$ cat src/rtl/led_stretch.sv
// Per-channel LED pulse stretcher: each event becomes a visible blink of
// HOLD_CYC lit cycles followed by at least GAP_CYC dark cycles, with one queued blink.
module led_stretch #(
  parameter int unsigned N        = 10,
  parameter int unsigned HOLD_CYC = 5,
  parameter int unsigned GAP_CYC  = 2
) (
  input  logic         clk,
  input  logic         iRST_n,
  input  logic [N-1:0] iEVT,
  input  logic         iCLR,
  output logic [N-1:0] oLED,
  output logic [N-1:0] oPEND,
  output logic         oANY
);

  localparam int unsigned MAX_CYC = (HOLD_CYC > GAP_CYC) ? HOLD_CYC : GAP_CYC;
  localparam int unsigned CW      = (MAX_CYC > 1) ? $clog2(MAX_CYC) : 1;

  localparam logic [CW-1:0] HOLD_LD = CW'(HOLD_CYC - 1);
  localparam logic [CW-1:0] GAP_LD  = CW'(GAP_CYC - 1);

  localparam logic [1:0] S_IDLE = 2'd0;
  localparam logic [1:0] S_ON   = 2'd1;
  localparam logic [1:0] S_GAP  = 2'd2;

  logic [N-1:0][1:0]    state_q, state_d;
  logic [N-1:0][CW-1:0] cnt_q, cnt_d;
  logic [N-1:0]         pend_q, pend_d;
  logic [N-1:0]         led_q, led_d;
  logic                 any_q, any_d;

  // Next-state per channel; outputs decoded from next state so they are registered.
  always_comb begin
    state_d = state_q;
    cnt_d   = cnt_q;
    pend_d  = pend_q;
    led_d   = '0;
    any_d   = 1'b0;
    for (int unsigned i = 0; i < N; i++) begin
      if (iCLR) begin
        state_d[i] = S_IDLE;
        cnt_d[i]   = '0;
        pend_d[i]  = 1'b0;
      end else begin
        case (state_q[i])
          S_IDLE: begin
            if (iEVT[i]) begin
              state_d[i] = S_ON;
              cnt_d[i]   = HOLD_LD;
            end
          end
          S_ON: begin
            if (iEVT[i]) begin
              pend_d[i] = 1'b1;
            end
            if (cnt_q[i] == '0) begin
              state_d[i] = S_GAP;
              cnt_d[i]   = GAP_LD;
            end else begin
              cnt_d[i] = cnt_q[i] - CW'(1);
            end
          end
          S_GAP: begin
            if (cnt_q[i] == '0) begin
              // An event on the expiry edge counts as queued: go straight back to ON.
              if (pend_q[i] || iEVT[i]) begin
                state_d[i] = S_ON;
                cnt_d[i]   = HOLD_LD;
                pend_d[i]  = 1'b0;
              end else begin
                state_d[i] = S_IDLE;
              end
            end else begin
              cnt_d[i] = cnt_q[i] - CW'(1);
              if (iEVT[i]) begin
                pend_d[i] = 1'b1;
              end
            end
          end
          default: begin
            state_d[i] = S_IDLE;
            cnt_d[i]   = '0;
            pend_d[i]  = 1'b0;
          end
        endcase
      end
      led_d[i] = (state_d[i] == S_ON);
      any_d    = any_d | (state_d[i] != S_IDLE);
    end
  end

  always_ff @(posedge clk or negedge iRST_n) begin
    if (!iRST_n) begin
      state_q <= '0;
      cnt_q   <= '0;
      pend_q  <= '0;
      led_q   <= '0;
      any_q   <= 1'b0;
    end else begin
      state_q <= state_d;
      cnt_q   <= cnt_d;
      pend_q  <= pend_d;
      led_q   <= led_d;
      any_q   <= any_d;
    end
  end

  assign oLED  = led_q;
  assign oPEND = pend_q;
  assign oANY  = any_q;

endmodule

$ cat config.mk
export PLATFORM = sky130hd
export DESIGN_NAME = led_stretch
export DESIGN_NICKNAME = d
export VERILOG_FILES = /design/src/rtl/led_stretch.sv
export SDC_FILE = /design/constraint.sdc
export NUM_CORES = 1
export LEC_CHECK = 0
export CAP_MARGIN = 30
export CELL_PAD_IN_SITES_DETAIL_PLACEMENT = 2
export CELL_PAD_IN_SITES_GLOBAL_PLACEMENT = 2
export CORE_MARGIN = 2
export CORE_UTILIZATION = 37
export DETAILED_ROUTE_END_ITERATION = 7
export PLACE_DENSITY = 0.89
export SLEW_MARGIN = 20
export SYNTH_ARGS = -nofsm -noshare
export SYNTH_HDL_FRONTEND = slang
export SYNTH_SLANG_ARGS = --single-unit
$ cat constraint.sdc
create_clock -name clk -period 3.2 [get_ports clk]
set_clock_uncertainty 0.2 [all_clocks]
set_input_delay 0.32 -clock clk [delete_from_list [all_inputs] [get_ports clk]]
set_output_delay 0.32 -clock clk [all_outputs]
set_load 0.01 [all_outputs]
# After elaboration in Yosys (flattened, before gate mapping)
# Cells that the tools add are included.
[word_totals]
regBits = 71
in_bits = 13
output_inout_bits = 21
word_cells = 341
[op_classes]
add_sub_neg = 10
eq_ne = 60
muxes = 170
n_bitwise = 9
n_reduce_logical = 60
[ops]
columns = ["op", "count"]
rows = [
  ["$mux 3", 50],
  ["$pmux 3 s3", 10],
  ["$mux 2", 40],
  ["$pmux 2 s3", 10],
  ["$mux 1", 50],
  ["$eq 2x1->1 const B", 20],
  ["$ne 4x4->1 const B", 10],
  ["$reduce_and 2->1", 20],
  ["$logic_not 3->1", 10],
  ["$ne 3x3->1 const B", 10],
  ["$pmux 1 s3", 10],
  ["$sub 3x1->3 const B", 10],
  ["$eq 2x2->1 const B", 10],
  ["$logic_not 2->1", 10],
  ["$ne 2x2->1 const B", 10],
  ["$reduce_bool 2->1", 10],
  ["$logic_or 1x1->1", 10],
  ["$or 1x1->1", 9],
]

# Depth between registers and ports, before layout
# Gate-level depths: netlist of run 1.
[depth]
depth_word = 15
depth_mapped = 8
ltp_nobuf = 8

# Least setup slack after synthesis of run 1
# No wires, ideal clock.
[synth_path]
kind = "register to register"
startpoint = "register state_q[10] (netlist bit)"
endpoint = "register any_q, in the netlist oANY"
setup_time_ns = 0.133
arrival_time_ns = 2.011
required_time_ns = 2.867
setup_slack_ns = 0.855
path_stages_with_launch = 9
path_buffers = 0
synth_period_minus_slack_ns = 2.345
path_cell_list = "dfrtp_1 -> inv_1 -> ha_1 -> or2_2 -> a21oi_1 -> o31ai_1 -> or4_1 -> nor4_2 -> nand3_1"
[synth_lines]
columns = ["item", "line_no", "source"]
rows = [
  ["start: declaration", "27", "logic [N-1:0][1:0] state_q, state_d;"],
  ["start signal: assignment", "101", "state_q <= state_d;"],
  ["end signal: assignment", "105", "any_q <= any_d;"],
  ["end: declaration", "31", "logic any_q, any_d;"],
]

==> results_dict.tcl, run 1 <==
set metrics [dict create \
    status "complete, no violations" \
    fp.dieArea_um2 13300 \
    dieWidth_um 116 \
    clk_path_buf_depth 2 \
    antenna_found_initial 0 \
    rows 40 \
    path_clk_slew_ps 70 \
    cp.arrival_ps 2850 \
    async_reset_ff_share_pct 100 \
    synth_top_area_share_pct 38.6 \
    synth_warnings 0 \
    crit_type "reg2reg" \
    portBuffers 33 \
    grt_pass1_wl_um 25100 \
    yosysUniqueCellTypes 51 \
    syn_inst 528 \
    ys_ff_latch 71 \
    reg2reg_to "oANY$_DFF_PN0_" \
    whs_path_depth 1 \
    area_delta_synth_final_pct 19.8 \
    n_antenna_cell 0 \
    drv_cap 0 \
    max_freq_mhz 353 \
    worstPathRequired_ps 3220 \
    setup_viol 0 \
    cts-resized-gates 0 \
    critPathMaxFanout 6 \
    p_total_w 0.00439 \
    fin_nets 630 \
    hp-class "reg2reg" \
    numClockSinks 71 \
    cts_tree "done" \
    clkLatencyLatePin_ps 350 \
    gr-total-overflow 0 \
    avgSynthCellArea_um2 8.72 \
    rrSetupSlack_ps 370 \
    grt_pass1_vias 4645 \
    numCtsBuffers 9 \
    detail-route-antenna-nets 0 \
    ctsHtreeMaxLevel 3 \
    layout_common_cells "dfrtp_1, inv_1, a21oi_1, ha_1, nor2_1" \
    via_count 4251 \
    synth_nets 589 \
    power.density_nw_per_um2 795 \
    via_per_inst 5.73 \
    hp-start "cnt_q[24]$_DFFE_PN0P_" \
    hold_path_end "cnt_q[24]$_DFFE_PN0P_" \
    synth_edf_count 0 \
    r2r_start "cnt_q[27]$_DFFE_PN0P_" \
    wl_um 15200 \
    fill_cells 1314 \
    dr.first_iter.drc_count 263 \
    post_cts.repair.setup_buffers 0 \
    tightest_slew_ps 964 \
    fin_crit_sh_pct 88.5 \
    cts_hold_buf 1 \
    min_period_ps 2830 \
    drive_gt1_share_pct 6.97 \
    worstSetupEndpointType "flop" \
    hpwlAfterDp_um 10300 \
    tns_ps 0 \
    cts_root_buffer "clkbuf_16" \
    drc 0 \
    rsz0062_at_grt "false" \
    ios 34 \
    firstDrtPassIters 4 \
    grt_usage_pct 24.2 \
    die_h_um 116 \
    worst_setup_path_start_kind "flop" \
    cellLeakagePower_nw 2.56 \
    ir_worst_vdd_v 0.000243 \
    wl_per_cell_um 20.5 \
    synthFlopType "dfrtp_1" \
    final_common_cell "dfrtp_1" \
    core-area_um2 12100 \
    synth_area_um2 4600 \
    slew_headroom_pct 34.1 \
    synth_top_area_cell "dfrtp_1" \
    grt_max_degree 72 \
    initial_core_util_pct 38.2 \
    yosysSeqAreaShare_pct 38.6 \
    synth_area_leaders "dfrtp_1, ha_1, a21oi_1, inv_1, o21ai_0" \
    hold_viol_final 0 \
    finalMaxSlewViolations 0 \
    ff2ff_path_depth 8 \
    gp_congestion 0.850 \
]
## flip-flops by register name (all words and copies together), names as in the netlist
signal	count
cnt_q	30
oANY	1
oLED	10
oPEND	10
state_q	20
## worst max path at each step
stage	start	end	slack [ps]	depth (start not counted)
final	cnt_q[27]$_DFFE_PN0P_	oANY$_DFF_PN0_	370	8
after detailed placement	iCLR	oANY$_DFF_PN0_	420	8
after global placement	iCLR	oANY$_DFF_PN0_	500	8
after floorplan	state_q[10]$_DFF_PN0_	oANY$_DFF_PN0_	860	8
after CTS	cnt_q[27]$_DFFE_PN0P_	oANY$_DFF_PN0_	390	8
after global routing	cnt_q[27]$_DFFE_PN0P_	oANY$_DFF_PN0_	230	8
## cell usage after synthesis, types with 9 or more instances
cell type and number:
nor2b_1 12, dfrtp_1 71, ha_1 48, a21oi_1 48
nor3_1 24, nor2_1 46, nand2_1 24, nand3_1 10
or2_2 11, o31ai_1 9, o21ai_0 41, inv_1 61
## cells by family (layout without fill, tap and decap cells)
logic type                 Yosys count  after routing  synth area share, %
and+or+nand+nor                    174            174                 19.7
AOI/OAI and AO/OA                  164            164                 22.3
DFF                                 71             71                 38.6
buffers and inverters               68            114                 5.57
adders and majority gates           48             48                 13.1
muxes                                3              3                0.734
## metal layers
| layer | global-route usage, % | up-vias | routed length (um) |
|---|---|---|---|
| met2 | 43.9 | 64 | 8000 |
| met3 | 3.24 | 26 | 323 |
| met5 | 0 | - | 0 |
| met1 | 29.4 | 2196 | 6590 |
| li1 | - | 1965 | - |
| met4 | 8.11 | 0 | 286 |
## worst max-delay path, stage by stage (launching register included)
cell and delay, ps:
dfrtp_1 430, nor2_1 250, ha_1 340, nor2b_1 90
o21ai_0 300, a21oi_1 200, or4_1 550, nor4_2 240
nand3_1 100
## where the power goes
| group | internal [W] | switching [W] |
|---|---|---|
| Sequential | 0.00112 | 0.000262 |
| Clock | 0.000769 | 0.000409 |
| Combinational | 0.000725 | 0.00110 |
| Total | 0.00261 | 0.00178 |
## layout make-up
cell class	instances	area (um^2)	share of cell area [%]
multi-input cells	389	2570	46.6
flip-flops and latches	71	1780	32.2
repair buffers	37	385	6.99
clock buffers	14	284	5.15
inverters	61	229	4.15
well taps	168	210	3.81
clock inverters	2	60.1	1.09
## per-stage QoR
stage / hold WS [ps] / utilization, % / setup WS, ps / area (um^2) / std cells
6_report: 314 / 45.7 / 368 / 5510 / 742
5_1_grt: 357 / 45.7 / 229 / 5510 / 742
4_1_cts: 313 / 45.5 / 385 / 5490 / 741
3_5_place_dp: 301 / 42.6 / 422 / 5140 / 724
3_3_place_gp: 291 / 42.6 / 497 / 5140 / 724
2_1_floorplan: -176 / - / 855 / 4600 / 528
No activity file was read; power rests on OpenSTA's default activity.
==> inputs of run 2 (changes only) <==
CORE_ASPECT_RATIO = 1.4   (was unset)
==> run 2 against run 1 <==
  * Clock-buffer cell count is 1 lower
  * Sequential power hardly changed
  * Global-route usage is 0.11 points higher
  * Sequential share of layout area is 0.28 points higher
  * Via count is 1.3% lower
  * Final cell count is 2.4% lower
  * Combinational power hardly changed
  * Die area hardly changed
  * Largest cell class unchanged
  * Largest power group unchanged
  * Highest routed layer unchanged
==> results_dict.tcl, run 2 (synthesis gave the netlist of run 1 again) <==
set metrics [dict create \
    fill_cells 1382 \
    tightest_slew_ps 798 \
    clk_path_buf_depth 2 \
    holdWs_ps 188 \
    min_period_ps 2720 \
    fin_nets 630 \
    cp.arrival_ps 2730 \
    worst_setup_path_start_kind "flop" \
    use_met2_pct 47.1 \
    drive_gt1_share_pct 6.97 \
    ios 34 \
    wl_um 15400 \
    n_antenna_cell 0 \
    firstDrtPassIters 4 \
    power.density_nw_per_um2 788 \
    antenna_found_initial 0 \
    numClockSinks 71 \
    setup_ws_ps 478 \
    rows 48 \
    die_h_um 136 \
    dieWidth_um 98.3 \
    hp-class "in2async" \
    finalMaxSlewViolations 0 \
    grt_use_met1_pct 26.0 \
    largest-register "cnt_q" \
    numCtsBuffers 9 \
    final_common_cell "dfrtp_1" \
    hpwlAfterDp_um 10100 \
    via_count 4197 \
    largest_reg_flops 30 \
    cts-resized-gates 0 \
    path_clk_slew_ps 60 \
    gp_congestion 0.862 \
    slew_headroom_pct 46.7 \
    drc 0 \
    r2r_start "cnt_q[18]$_DFFE_PN0P_" \
    reg2reg_to "oANY$_DFF_PN0_" \
    worstPathRequired_ps 3210 \
    initial_core_util_pct 37.6 \
    grt_pass1_wl_um 25800 \
    final_util_pct 44.6 \
    gr-total-overflow 0 \
    dpl_worst_slack_ps 460 \
    wl_per_cell_um 21.3 \
    tns_ps 0 \
    max_freq_mhz 367 \
    reg.largest.list "cnt_q: 30 flops, state_q: 20 flops" \
    critPathMaxFanout 7 \
    layout_common_cells "dfrtp_1, inv_1, a21oi_1, ha_1, nor2_1" \
    cts_root_buffer "clkbuf_16" \
    via_per_inst 5.80 \
    worstSetupEndpointType "flop" \
    grt.busiest_layer "met2" \
    post-place-cells 706 \
    ctsHtreeMaxLevel 3 \
    core-area_um2 12300 \
    grt_usage_pct 24.3 \
    grt_max_degree 72 \
    fin_crit_sh_pct 85.1 \
    dr.first_iter.drc_count 145 \
    rrSetupSlack_ps 480 \
    clkLatencyLatePin_ps 340 \
    grt_pass1_vias 4821 \
    setup_viol 0 \
    hold_viol_final 0 \
    cts_tree "done" \
    fp.dieArea_um2 13400 \
    crit_type "reg2reg" \
    ir_worst_vdd_v 0.000308 \
    drv_cap 0 \
    cellLeakagePower_nw 2.55 \
    ff2ff_path_depth 8 \
    status "complete, no violations" \
    detail-route-antenna-nets 0 \
    gr-usage-met3_pct 3.44 \
    rsz0062_at_grt "false" \
    layout.cells.non_filler 724 \
    portBuffers 33 \
    area_delta_synth_final_pct 18.8 \
]
==> run 2: area by class of cell <==
| cell class | instances | area, um^2 | share of cell area (%) |
|---|---|---|---|
| Timing Repair Buffer | 37 | 393 | 7.19 |
| Clock inverter | 3 | 40.0 | 0.732 |
| Multi-Input combinational cell | 389 | 2570 | 47.0 |
| Clock buffer | 13 | 270 | 4.94 |
| Sequential cell | 71 | 1780 | 32.5 |
| Tap cell | 150 | 188 | 3.43 |
| Inverter | 61 | 229 | 4.19 |
==> run 2: how the worst max path moves through the flow <==
stage / to / from / depth (start not counted)
finish: oANY$_DFF_PN0_ / cnt_q[18]$_DFFE_PN0P_ / 8
global route: oANY$_DFF_PN0_ / cnt_q[18]$_DFFE_PN0P_ / 8
CTS: oANY$_DFF_PN0_ / cnt_q[18]$_DFFE_PN0P_ / 8
detailed placement: oANY$_DFF_PN0_ / iCLR / 8
global placement: oANY$_DFF_PN0_ / iCLR / 8
floorplan: oANY$_DFF_PN0_ / state_q[10]$_DFF_PN0_ / 8
==> run 2: stage by stage <==
step / power (W) / cell area (um^2)
3_3_place_gp: 0.00298 / 5120
6_report: 0.00431 / 5470
3_5_place_dp: 0.00314 / 5120
4_1_cts: 0.00432 / 5440
2_1_floorplan: 0.00248 / 4600
5_1_grt: 0.00460 / 5470
==> run 2: where the power goes <==
group / internal, W / switching, W
registers: 0.00112 / 0.000263
logic: 0.000731 / 0.00112
clock network: 0.000666 / 0.000409
total: 0.00251 / 0.00180
==> run 2: layer usage <==
metal  wire length (um)  vias up
met5                  0        -
met4                436        0
met3                295       33
met2               8630       55
met1               6020     2149
li1                   -     1960
==> run 2: timing repair <==
action	CTS	global route
setup buffers	0	0
hold endpoints to repair	71	0
hold buffers	1	0
==> run 2: worst max-delay path: stages, from the launching register on <==
cell	delay [ps]
dfrtp_1	410
nor2_1	190
ha_1	340
nor2b_1	130
o21ai_0	260
a21oi_1	190
or4_1	490
nor4_2	250
nand3_1	130
==> inputs of run 3 (changes only) <==
ABC_CLOCK_PERIOD_IN_PS = 3200   (was unset)
GPL_ROUTABILITY_DRIVEN = 0   (was unset)
==> results of run 3 <==
Same layout as run 2: the final DEF is identical, and so are final timing and power.
